**src/rtl/fp_sub_stage_if.sv**
```systemverilog
// Operand/result bundle for the FP32 subtract stage: operands with a tag in,
// result with the same tag out four edges later.
interface fp_sub_stage_if #(
  parameter int TAG_W = 16
);
  logic             in_valid;
  logic [31:0]      A;
  logic [31:0]      B;
  logic [TAG_W-1:0] tag_in;
  logic             out_valid;
  logic [31:0]      Y;
  logic [TAG_W-1:0] tag_out;

  modport master (output in_valid, A, B, tag_in, input out_valid, Y, tag_out);
  modport slave  (input in_valid, A, B, tag_in, output out_valid, Y, tag_out);
endinterface

```
**src/rtl/fp_sub_stage.sv**
```systemverilog
// Pipelined FP32 subtractor Y = A - B: flush-to-zero in and out, round to nearest even,
// canonical NaN; an op sampled at edge k leaves with out_valid after edge k+4.
module fp_sub_stage #(
  parameter int TAG_W = 16,
  parameter int LAT   = 4
) (
  input logic           clk,
  input logic           rst,
  fp_sub_stage_if.slave bus
);

  typedef enum logic [1:0] {SP_NONE, SP_NAN, SP_INF, SP_ZERO} special_e;

  localparam logic [31:0] QNAN = 32'h7FC0_0000;

  logic [LAT-1:0]    valid_q;
  logic              out_valid_q;
  logic [31:0]       y_q, y_d;
  logic [TAG_W-1:0]  tag_out_q;

  special_e          spec1_d, spec1_q, spec2_q, spec3_q, spec4_q;
  logic              ssign1_d, ssign1_q, ssign2_q, ssign3_q, ssign4_q;
  logic              sx1_d, sx1_q, sx2_q, sx3_q, sx4_q;
  logic              sub1_d, sub1_q, sub2_q;
  logic [7:0]        ex1_d, ex1_q, ex2_q, ex3_q;
  logic [7:0]        d1_d, d1_q;
  logic [23:0]       mx1_d, mx1_q, mx2_q;
  logic [23:0]       mw1_d, mw1_q;
  logic [TAG_W-1:0]  tag1_q, tag2_q, tag3_q, tag4_q;
  logic [26:0]       w_al2_d, w_al2_q;
  logic [27:0]       sum3_d, sum3_q;
  logic [4:0]        lzc3_d, lzc3_q;
  logic signed [9:0] exp4_d, exp4_q;
  logic [26:0]       norm4_d, norm4_q;
  logic              zero4_d, zero4_q;

  // S1: unpack, flush denormals, classify, order operands by magnitude
  logic        sa, sb, a_zero, b_zero, a_nan, b_nan, a_inf, b_inf, a_ge_b;
  logic [7:0]  ea, eb;
  logic [23:0] ma, mb;

  always_comb begin
    // NOTE: every variable here is assigned on every path; a missed branch would infer a latch.
    sa     = bus.A[31];
    sb     = ~bus.B[31];
    ea     = bus.A[30:23];
    eb     = bus.B[30:23];
    a_zero = (ea == 8'h00);
    b_zero = (eb == 8'h00);
    a_nan  = (ea == 8'hFF) && (bus.A[22:0] != 23'h0);
    b_nan  = (eb == 8'hFF) && (bus.B[22:0] != 23'h0);
    a_inf  = (ea == 8'hFF) && (bus.A[22:0] == 23'h0);
    b_inf  = (eb == 8'hFF) && (bus.B[22:0] == 23'h0);
    ma     = a_zero ? 24'h0 : {1'b1, bus.A[22:0]};
    mb     = b_zero ? 24'h0 : {1'b1, bus.B[22:0]};
    a_ge_b = {ea, ma[22:0]} >= {eb, mb[22:0]};

    sx1_d  = a_ge_b ? sa : sb;
    ex1_d  = a_ge_b ? ea : eb;
    mx1_d  = a_ge_b ? ma : mb;
    mw1_d  = a_ge_b ? mb : ma;
    d1_d   = a_ge_b ? ea - eb : eb - ea;
    sub1_d = sa ^ sb;

    spec1_d  = SP_NONE;
    ssign1_d = 1'b0;
    if (a_nan || b_nan || (a_inf && b_inf && (sa != sb))) begin
      spec1_d = SP_NAN;
    end else if (a_inf) begin
      spec1_d  = SP_INF;
      ssign1_d = sa;
    end else if (b_inf) begin
      spec1_d  = SP_INF;
      ssign1_d = sb;
    end else if (a_zero && b_zero) begin
      spec1_d  = SP_ZERO;
      ssign1_d = sa & sb;
    end
  end

  // S2: align the smaller mantissa into mantissa/guard/round/sticky
  logic [26:0] w_full, w_shift;
  logic        w_lost;

  always_comb begin
    w_full  = {mw1_q, 3'b000};
    w_shift = w_full >> d1_q;
    w_lost  = |(w_full & ~({27{1'b1}} << d1_q));
    if (d1_q >= 8'd27) w_al2_d = {26'h0, |mw1_q};
    else               w_al2_d = {w_shift[26:1], w_shift[0] | w_lost};
  end

  // S3: magnitude add/subtract and leading-zero count below the carry bit
  logic [27:0] x_ext, w_ext;

  always_comb begin
    x_ext  = {1'b0, mx2_q, 3'b000};
    w_ext  = {1'b0, w_al2_q};
    sum3_d = sub2_q ? x_ext - w_ext : x_ext + w_ext;
    lzc3_d = 5'd27;
    for (int i = 0; i < 27; i++) begin
      if (sum3_d[i]) lzc3_d = 5'(26 - i);
    end
  end

  // S4: normalize so the hidden bit sits at bit 26
  always_comb begin
    zero4_d = (sum3_q == 28'h0);
    if (sum3_q[27]) begin
      norm4_d = {sum3_q[27:2], sum3_q[1] | sum3_q[0]};
      exp4_d  = $signed({2'b00, ex3_q}) + 10'sd1;
    end else begin
      norm4_d = sum3_q[26:0] << lzc3_q;
      exp4_d  = $signed({2'b00, ex3_q}) - $signed({5'b00000, lzc3_q});
    end
  end

  // Round to nearest even, pack, then let the S1 special cases override
  logic              round_up;
  logic [24:0]       mant_r;
  logic [22:0]       frac_r;
  logic signed [9:0] exp_r;

  always_comb begin
    round_up = norm4_q[2] & (norm4_q[1] | norm4_q[0] | norm4_q[3]);
    mant_r   = {1'b0, norm4_q[26:3]} + {24'h0, round_up};
    exp_r    = exp4_q + (mant_r[24] ? 10'sd1 : 10'sd0);
    frac_r   = mant_r[24] ? mant_r[23:1] : mant_r[22:0];
    y_d      = {sx4_q, exp_r[7:0], frac_r};
    case (spec4_q)
      SP_NAN:  y_d = QNAN;
      SP_INF:  y_d = {ssign4_q, 8'hFF, 23'h0};
      SP_ZERO: y_d = {ssign4_q, 31'h0};
      default: begin
        if (zero4_q)                 y_d = 32'h0;
        else if (exp_r >= 10'sd255)  y_d = {sx4_q, 8'hFF, 23'h0};
        else if (exp_r <= 10'sd0)    y_d = {sx4_q, 31'h0};
      end
    endcase
  end

  // NOTE: pipeline data registers have no reset; only valid bits and visible outputs must be defined.
  always_ff @(posedge clk) begin
    spec1_q  <= spec1_d;   ssign1_q <= ssign1_d;  sx1_q  <= sx1_d;   sub1_q <= sub1_d;
    ex1_q    <= ex1_d;     d1_q     <= d1_d;      mx1_q  <= mx1_d;   mw1_q  <= mw1_d;
    tag1_q   <= bus.tag_in;

    spec2_q  <= spec1_q;   ssign2_q <= ssign1_q;  sx2_q  <= sx1_q;   sub2_q <= sub1_q;
    ex2_q    <= ex1_q;     mx2_q    <= mx1_q;     w_al2_q <= w_al2_d;
    tag2_q   <= tag1_q;

    spec3_q  <= spec2_q;   ssign3_q <= ssign2_q;  sx3_q  <= sx2_q;
    ex3_q    <= ex2_q;     sum3_q   <= sum3_d;    lzc3_q <= lzc3_d;
    tag3_q   <= tag2_q;

    spec4_q  <= spec3_q;   ssign4_q <= ssign3_q;  sx4_q  <= sx3_q;
    exp4_q   <= exp4_d;    norm4_q  <= norm4_d;   zero4_q <= zero4_d;
    tag4_q   <= tag3_q;
  end

  always_ff @(posedge clk) begin
    // NOTE: non-blocking assignments so each register samples its source's pre-edge value.
    if (!rst) begin
      valid_q     <= '0;
      out_valid_q <= 1'b0;
      y_q         <= 32'h0;
      tag_out_q   <= '0;
    end else begin
      valid_q     <= {valid_q[LAT-2:0], bus.in_valid};
      out_valid_q <= valid_q[LAT-1];
      if (valid_q[LAT-1]) begin
        y_q       <= y_d;
        tag_out_q <= tag4_q;
      end
    end
  end

  assign bus.out_valid = out_valid_q;
  assign bus.Y         = y_q;
  assign bus.tag_out   = tag_out_q;

endmodule

```
**src/flat_wrapper.sv**
```systemverilog
// flat-port wrapper written by rule: the top's interface ports become plain ports
module fp_sub_stage_flat 
#(
  parameter int TAG_W = 16,
  parameter int LAT   = 4
)
  (clk, rst, bus_in_valid, bus_A, bus_B, bus_tag_in, bus_out_valid, bus_Y, bus_tag_out);
  fp_sub_stage_if #(.TAG_W(TAG_W)) bus_i ();
  input logic clk;
  input logic rst;
  input wire logic [$bits(bus_i.in_valid)-1:0] bus_in_valid;
  input wire logic [$bits(bus_i.A)-1:0] bus_A;
  input wire logic [$bits(bus_i.B)-1:0] bus_B;
  input wire logic [$bits(bus_i.tag_in)-1:0] bus_tag_in;
  output wire logic [$bits(bus_i.out_valid)-1:0] bus_out_valid;
  output wire logic [$bits(bus_i.Y)-1:0] bus_Y;
  output wire logic [$bits(bus_i.tag_out)-1:0] bus_tag_out;
  assign bus_i.in_valid = bus_in_valid;
  assign bus_i.A = bus_A;
  assign bus_i.B = bus_B;
  assign bus_i.tag_in = bus_tag_in;
  assign bus_out_valid = bus_i.out_valid;
  assign bus_Y = bus_i.Y;
  assign bus_tag_out = bus_i.tag_out;
  fp_sub_stage #(.TAG_W(TAG_W), .LAT(LAT)) u_core (.clk(clk), .rst(rst), .bus(bus_i));
endmodule
```
**config.mk**
```make
export PLATFORM = sky130hd
export DESIGN_NAME = fp_sub_stage_flat
export DESIGN_NICKNAME = d
export VERILOG_FILES = /design/src/rtl/fp_sub_stage_if.sv /design/src/rtl/fp_sub_stage.sv /design/src/flat_wrapper.sv
export SDC_FILE = /design/constraint.sdc
export NUM_CORES = 1
export LEC_CHECK = 0
export CAP_MARGIN = 0
export CORE_UTILIZATION = 50
export DETAILED_ROUTE_END_ITERATION = 10
export GPL_TIMING_DRIVEN = 0
export PLACE_DENSITY_LB_ADDON = 0.05
export SLEW_MARGIN = 20
export SYNTH_ARGS = -nofsm -noshare
export SYNTH_HDL_FRONTEND = slang
export SYNTH_SLANG_ARGS = --single-unit
```
**constraint.sdc**
```tcl
create_clock -name clk -period 12.4 [get_ports clk]
set_clock_uncertainty 0.2 [all_clocks]
set_input_delay 1.86 -clock clk [delete_from_list [all_inputs] [get_ports clk]]
set_output_delay 1.86 -clock clk [all_outputs]
set_load 0.02 [all_outputs]
```
# Word-level counts from Yosys, hierarchy flattened
# Cells that the tools add are included.
[word_totals] word_cells=143 output_inout_bits=49 reg_bits=337 inputBits=83
[op_classes] n_lt_le_gt_ge=4 reduce_logical=22 add_sub_neg=8 n_bitwise=10 muxes=49 eq_ne=6 shift=3
[ops] op="24-bit 2-to-1 mux" count=4
[ops] op="32-bit case mux with 3 select lines" count=1
[ops] op="4-bit 2-to-1 mux" count=16
[ops] op="31-bit 2-to-1 mux" count=2
[ops] op="23-bit zero test" count=2
[ops] op="23-bit nonzero test" count=2
[ops] op="32-bit 2-to-1 mux" count=1
[ops] op="31-bit >= comparator" count=1
[ops] op="27-bit by 27-bit adder with 28-bit output" count=1
[ops] op="28-bit zero test" count=1
[ops] op="28-bit 2-to-1 mux" count=1
[ops] op="27-bit by 27-bit subtractor with 28-bit output" count=1
[ops] op="27-bit AND" count=1
[ops] op="27-bit NOT" count=1
[ops] op="27-bit OR reduction" count=1
[ops] op="27-bit by 5-bit << shifter with 27-bit output" count=1
[ops] op="27-bit by 8-bit << shifter with 27-bit output, first input constant" count=1
[ops] op="27-bit by 8-bit >> shifter with 27-bit output" count=1
[ops] op="26-bit 2-to-1 mux" count=1
[ops] op="24-bit by 1-bit adder with 25-bit output" count=1
[ops] op="24-bit OR reduction" count=1
[ops] op="23-bit 2-to-1 mux" count=1
[ops] op="8-bit equality test, second input constant" count=2
[ops] op="8-bit zero test" count=2
[ops] op="25 further kinds" count=55

# Depth between registers and ports, before layout
[logic_depth] ltp_word=28 ltp_mapped=23 ltp_nobuf=20

# Least setup slack after synthesis
# No wires, ideal clock.
[synth_timing] path_type="input to register" start="input port bus_A[24]" end="register u_core.d1_q[5]" required_time_ns=12.079 path_buffers=1 arrival_ns=4.635 setup_slack_ns=7.444 path_stages=16 setup_ns=0.121 path_cell_list="nor4_1 -> nand2_1 -> clkbuf_1 -> nand2_1 -> inv_1 -> ha_1 -> a21o_1 -> a21o_1 -> a21oi_1 -> o211ai_1 -> o21ai_0 -> nand3_1 -> mux2_2 -> o21ai_1 -> a21oi_1 -> xnor2_1"
[synth_between] elab_chain_cells=4 elab_cells_between_ends=6 cone_classes="2 x add/sub; 1 x order compare; 2 x mux; 1 x reduce/logical"
[synth_lines] element="start, declared" line="flat_wrapper.sv:12" source="input wire logic [$bits(bus_i.A)-1:0] bus_A;"
[synth_lines] element="8-bit zero test" line="fp_sub_stage.sv:48" source="a_zero = (ea == 8'h00);"
[synth_lines] element="24-bit 2-to-1 mux" line="fp_sub_stage.sv:54" source="ma = a_zero ? 24'h0 : {1'b1, bus.A[22:0]};"
[synth_lines] element="31-bit >= comparator" line="fp_sub_stage.sv:56" source="a_ge_b = {ea, ma[22:0]} >= {eb, mb[22:0]};"
[synth_lines] element="8-bit 2-to-1 mux (*)" line="fp_sub_stage.sv:62" source="d1_d = a_ge_b ? ea - eb : eb - ea;"
[synth_lines] element="via u_core.d1_d[5]" line="fp_sub_stage.sv:26" source="logic [7:0] d1_d, d1_q;"
[synth_lines] element="end signal, assigned" line="fp_sub_stage.sv:145" source="ex1_q <= ex1_d; d1_q <= d1_d; mx1_q <= mx1_d; mw1_q <= mw1_d;"
[synth_lines] element="end, declared" line="fp_sub_stage.sv:26"
# The timed path passes the listed nets; every way through them passes the cells marked *.
# A chain may end at the register's enable or synchronous reset.

# Final worst setup path
[layout_timing] start="input port bus_B[24]" end="register u_core.mx1_q[4]"
[layout_between] elab_chain_cells=4
[layout_lines] element="start, declared" line="flat_wrapper.sv:13" source="input wire logic [$bits(bus_i.B)-1:0] bus_B;"
[layout_lines] element="8-bit zero test" line="fp_sub_stage.sv:49" source="b_zero = (eb == 8'h00);"
[layout_lines] element="24-bit 2-to-1 mux" line="fp_sub_stage.sv:55" source="mb = b_zero ? 24'h0 : {1'b1, bus.B[22:0]};"
[layout_lines] element="31-bit >= comparator" line="fp_sub_stage.sv:56"
[layout_lines] element="24-bit 2-to-1 mux (*)" line="fp_sub_stage.sv:60" source="mx1_d = a_ge_b ? ma : mb;"
[layout_lines] element="via u_core.mx1_d[4]" line="fp_sub_stage.sv:27" source="logic [23:0] mx1_d, mx1_q, mx2_q;"
[layout_lines] element="end signal, assigned" line="fp_sub_stage.sv:145"
[layout_lines] element="end, declared" line="fp_sub_stage.sv:27"
# Marks and branches as above.

==> results.md <==
* Worst-Skew Late Latency at 0.53 ns
* Syn_area_per_cell at 8.62 µm²
* RSZ-0062 raised after global routing: false
* Clk sink count at 337
* Multi-input gate area at 9480 µm²
* Layout cells sized above 1 at 5.12%
* Row Count at 67
* Critical path type: in -> reg
* GRT Overall Usage at 27.9%
* Via count of the first global-routing pass at 14600
* Final Setup Violations at 0
* Setup TNS at 0 ns
* Final Slew Violations at 0
* Reg-to-Reg Start: u_core.norm4_q[2]
* Post-CTS Hold Buffers at 0
* Register area at 6750 µm²
* Worst setup SP type: input port
* Grt total ovfl at 0
* Tmin final at 6.90 ns
* Number of I/O port buffers at 131
* #FFs+latches synth at 337
* Post-DRT Antenna Nets at 0
* Hold Vio Cnt, Final at 0
* DR iter-0 viols at 1211
* CP max stage delay at 0.60 ns
* Worst-Margin Slew at 1.18 ns
* Number of cells on the worst hold path at 0
* Ys Warns at 0
* Top Ports at 132
* Peak supply drop at 0.000126 V
* Netlist cell types at 81
* CP Data Required Time at 12.53 ns
* Post-CTS Resized at 0
* WL/cell at 19.1 µm
* Asr flop ratio synth at 0%
* Root Driver: clkbuf_16
* Reg2reg end: u_core.bus.Y[19]
* Die Footprint at 35100 µm²
* Filler instances at 2970
* Crit path top cell by count: nand2_1
* CP max-delay cell: clkdlybuf4s50_1
* Area Growth Syn to Fin at 18.3%
* Setup crit end kind: flop
* Top_reg_cell synth: dfxtp_1
* Final core occ at 60.4%
* Layout net count at 2348
* Post-Synthesis Cells at 1992
* Number of flops mapped to enable cells by yosys at 0
* R2r setup slk at 7.03 ns
* Chip height at 187 µm
* DRC viols at 0
* Max-slew headroom at 20.6%
* Antenna violations before repair at 4
* H-tree levels at 2
* Pin count of the biggest net entering global routing at 16
* Max cap viols at 0
* Drt pass-1 iters at 6
* Final Routed Wirelength at 50.2 mm
* Num CTS Buffers at 35
* RD Place Congestion at 0.966
* Post-DP HPWL at 39.3 mm
* Die Wd at 187 µm
* Post-Synthesis Cell Area at 17200 µm²
* First-pass GRT wire length at 78.2 mm
* CTS Buffer Depth at 3
* Power Dens Cells at 176 nW/µm²
* Hold endpoint: u_core.tag2_q[1]
* Status: complete, no violations
* Via density at 5.86
* Reg clk slew, reported paths at 0.06 ns
* Syn Nets at 2180
* R2R cell count at 23
* Crit path from: bus_B[24]
* Initial core utilization at 51.1%
* Pleak at 8.09 nW
* CP cell instances: clkdlybuf4s50_1 > nor4_1 > nand2_1 > clkbuf_1 > buf_1 > nand2_1 > ha_1 > nand4_1 > nor2_1 > o211ai_1 > a21oi_1 > o21ai_0 > nand3_1 > clkbuf_1 > buf_1 > nand2_1 > o21ai_0
* Core outline area at 33600 µm²
* Path type of the worst min-delay path: reg -> reg
* Min-delay src: u_core.tag1_q[1]
* Fmax at 0.145 GHz
* Final period utilization at 55.7%
* WP data arrival at 7.03 ns
* Setup bufs post-CTS at 0
* Post-synthesis sequential area ratio at 39.3%
* Total vias in the final route at 15400
* CTS tree: done
* Max FO, Critical Path at 10
## Yosys cell counts (5+ instances only)
library cell | instances | share of area [%]
o22ai_1 | 25 | 0.91
o32ai_1 | 5 | 0.26
inv_1 | 131 | 2.9
o21bai_1 | 7 | 0.31
a21o_1 | 22 | 0.96
or3_1 | 9 | 0.33
nor2_1 | 121 | 2.6
o31ai_1 | 9 | 0.39
nand3_1 | 77 | 2.2
nor4_1 | 34 | 1.2
ha_1 | 101 | 7.4
dfxtp_1 | 337 | 39
clkbuf_1 | 80 | 1.7
mux4_2 | 28 | 3.7
a21oi_1 | 118 | 3.4
nand2b_1 | 23 | 0.84
nand4_1 | 26 | 0.95
and3_1 | 15 | 0.55
nand2_1 | 207 | 4.5
mux2i_1 | 50 | 2.9
a211o_1 | 10 | 0.51
xnor2_1 | 36 | 1.8
a31oi_1 | 23 | 0.84
xor2_1 | 24 | 1.2
mux2_2 | 6 | 0.39
o21a_1 | 9 | 0.39
o21ai_0 | 147 | 4.3
nor3_1 | 24 | 0.70
a21boi_0 | 10 | 0.44
o2111ai_1 | 6 | 0.31
o21ai_1 | 5 | 0.15
a22o_1 | 14 | 0.71
buf_1 | 28 | 0.61
a311oi_1 | 8 | 0.41
and2_1 | 27 | 0.98
nor2b_1 | 45 | 1.6
a211oi_1 | 34 | 1.5
a22oi_1 | 5 | 0.22
o211ai_1 | 23 | 1.0
## layout make-up
| cell class | count | share of cell area (%) |
|---|---|---|
| antenna | 1 | 0.0123 |
| buffer | 112 | 2.13 |
| clock buffer | 47 | 4.78 |
| clock inverter | 17 | 1.44 |
| inverter | 135 | 2.50 |
| multi-input combinational | 1408 | 46.7 |
| sequential | 337 | 33.2 |
| tap | 448 | 2.76 |
| timing repair buffer | 131 | 6.46 |
## routing by layer
metal | GRT usage, % | vias up | part of all wire, %
met2 | 44.2 | 611 | 45
met5 | 0 | - | 0
met4 | 10.6 | 0 | 3.2
li1 | - | 7414 | -
met3 | 4.02 | 114 | 6.6
met1 | 38.5 | 7303 | 46
## where the power goes
group          total, W  internal (W)  switching (W)
Combinational   0.00106      0.000426       0.000630
Sequential      0.00140       0.00124       0.000154
Clock           0.00112      0.000686       0.000435
Total           0.00357       0.00235        0.00122
## per-stage QoR
step / hold WS (ns) / worst slack, ns / power, W / instances / cell area (µm²)
2_1_floorplan: 0.110 / 7.44 / 0.00210 / 1992 / 17200
3_3_place_gp: 0.109 / 5.10 / 0.00244 / 2571 / 19000
3_5_place_dp: 0.112 / 5.12 / 0.00244 / 2571 / 19000
4_1_cts: 0.116 / 5.67 / 0.00357 / 2635 / 20300
5_1_grt: 0.125 / 5.33 / 0.00375 / 2635 / 20300
6_report: 0.119 / 5.50 / 0.00357 / 2636 / 20300
## layout by cell type (no fill, tap or decap), drive strengths merged, types with 27 or more instances in the layout
cell and count:
clkdlybuf4s50 131, and2 27, clkbuf 127, nor2 123, a21oi 119, buf 32
nand3 77, nor4 35, mux2i 50, mux4 28, xnor2 36, nor2b 45
o21ai 153, dfxtp 337, nand2 207, a211oi 35, ha 101, inv 135
## kinds of logic (layout without fill, tap and decap cells)
kind of cell,after synthesis,after routing,synth area share (%)
flops,337,337,39.3
other cells,0,1,0
fa+ha+maj,106,106,7.89
compound gates,522,522,19.4
buf+inv,247,442,5.47
mux,84,84,6.98
simple gates,636,636,17.9
xor+xnor,60,60,3.06
## critical path: cells and delay by family
| family | cells | cell delay [ns] |
|---|---|---|
| buf+inv | 5 | 2.59 |
| compound gates | 4 | 1.00 |
| fa+ha+maj | 1 | 0.32 |
| simple gates | 7 | 1.26 |
## worst max-delay path by stage
stage                           end  cells after the start
floorplan            u_core.d1_q[5]                     16
global placement    u_core.mx1_q[3]                     17
detailed placement  u_core.mx1_q[3]                     17
CTS                 u_core.mx1_q[3]                     17
global route        u_core.mx1_q[4]                     17
finish              u_core.mx1_q[4]                     17
## sequential cells by signal (all words and copies together), names as in the netlist, 24 cells and up
name            cells
u_core.bus.Y       32
u_core.sum3_q      28
u_core.norm4_q     27
u_core.w_al2_q     27
u_core.mw1_q       24
u_core.mx1_q       24
u_core.mx2_q       24
Note: power is estimated with default switching activity, not from simulation.
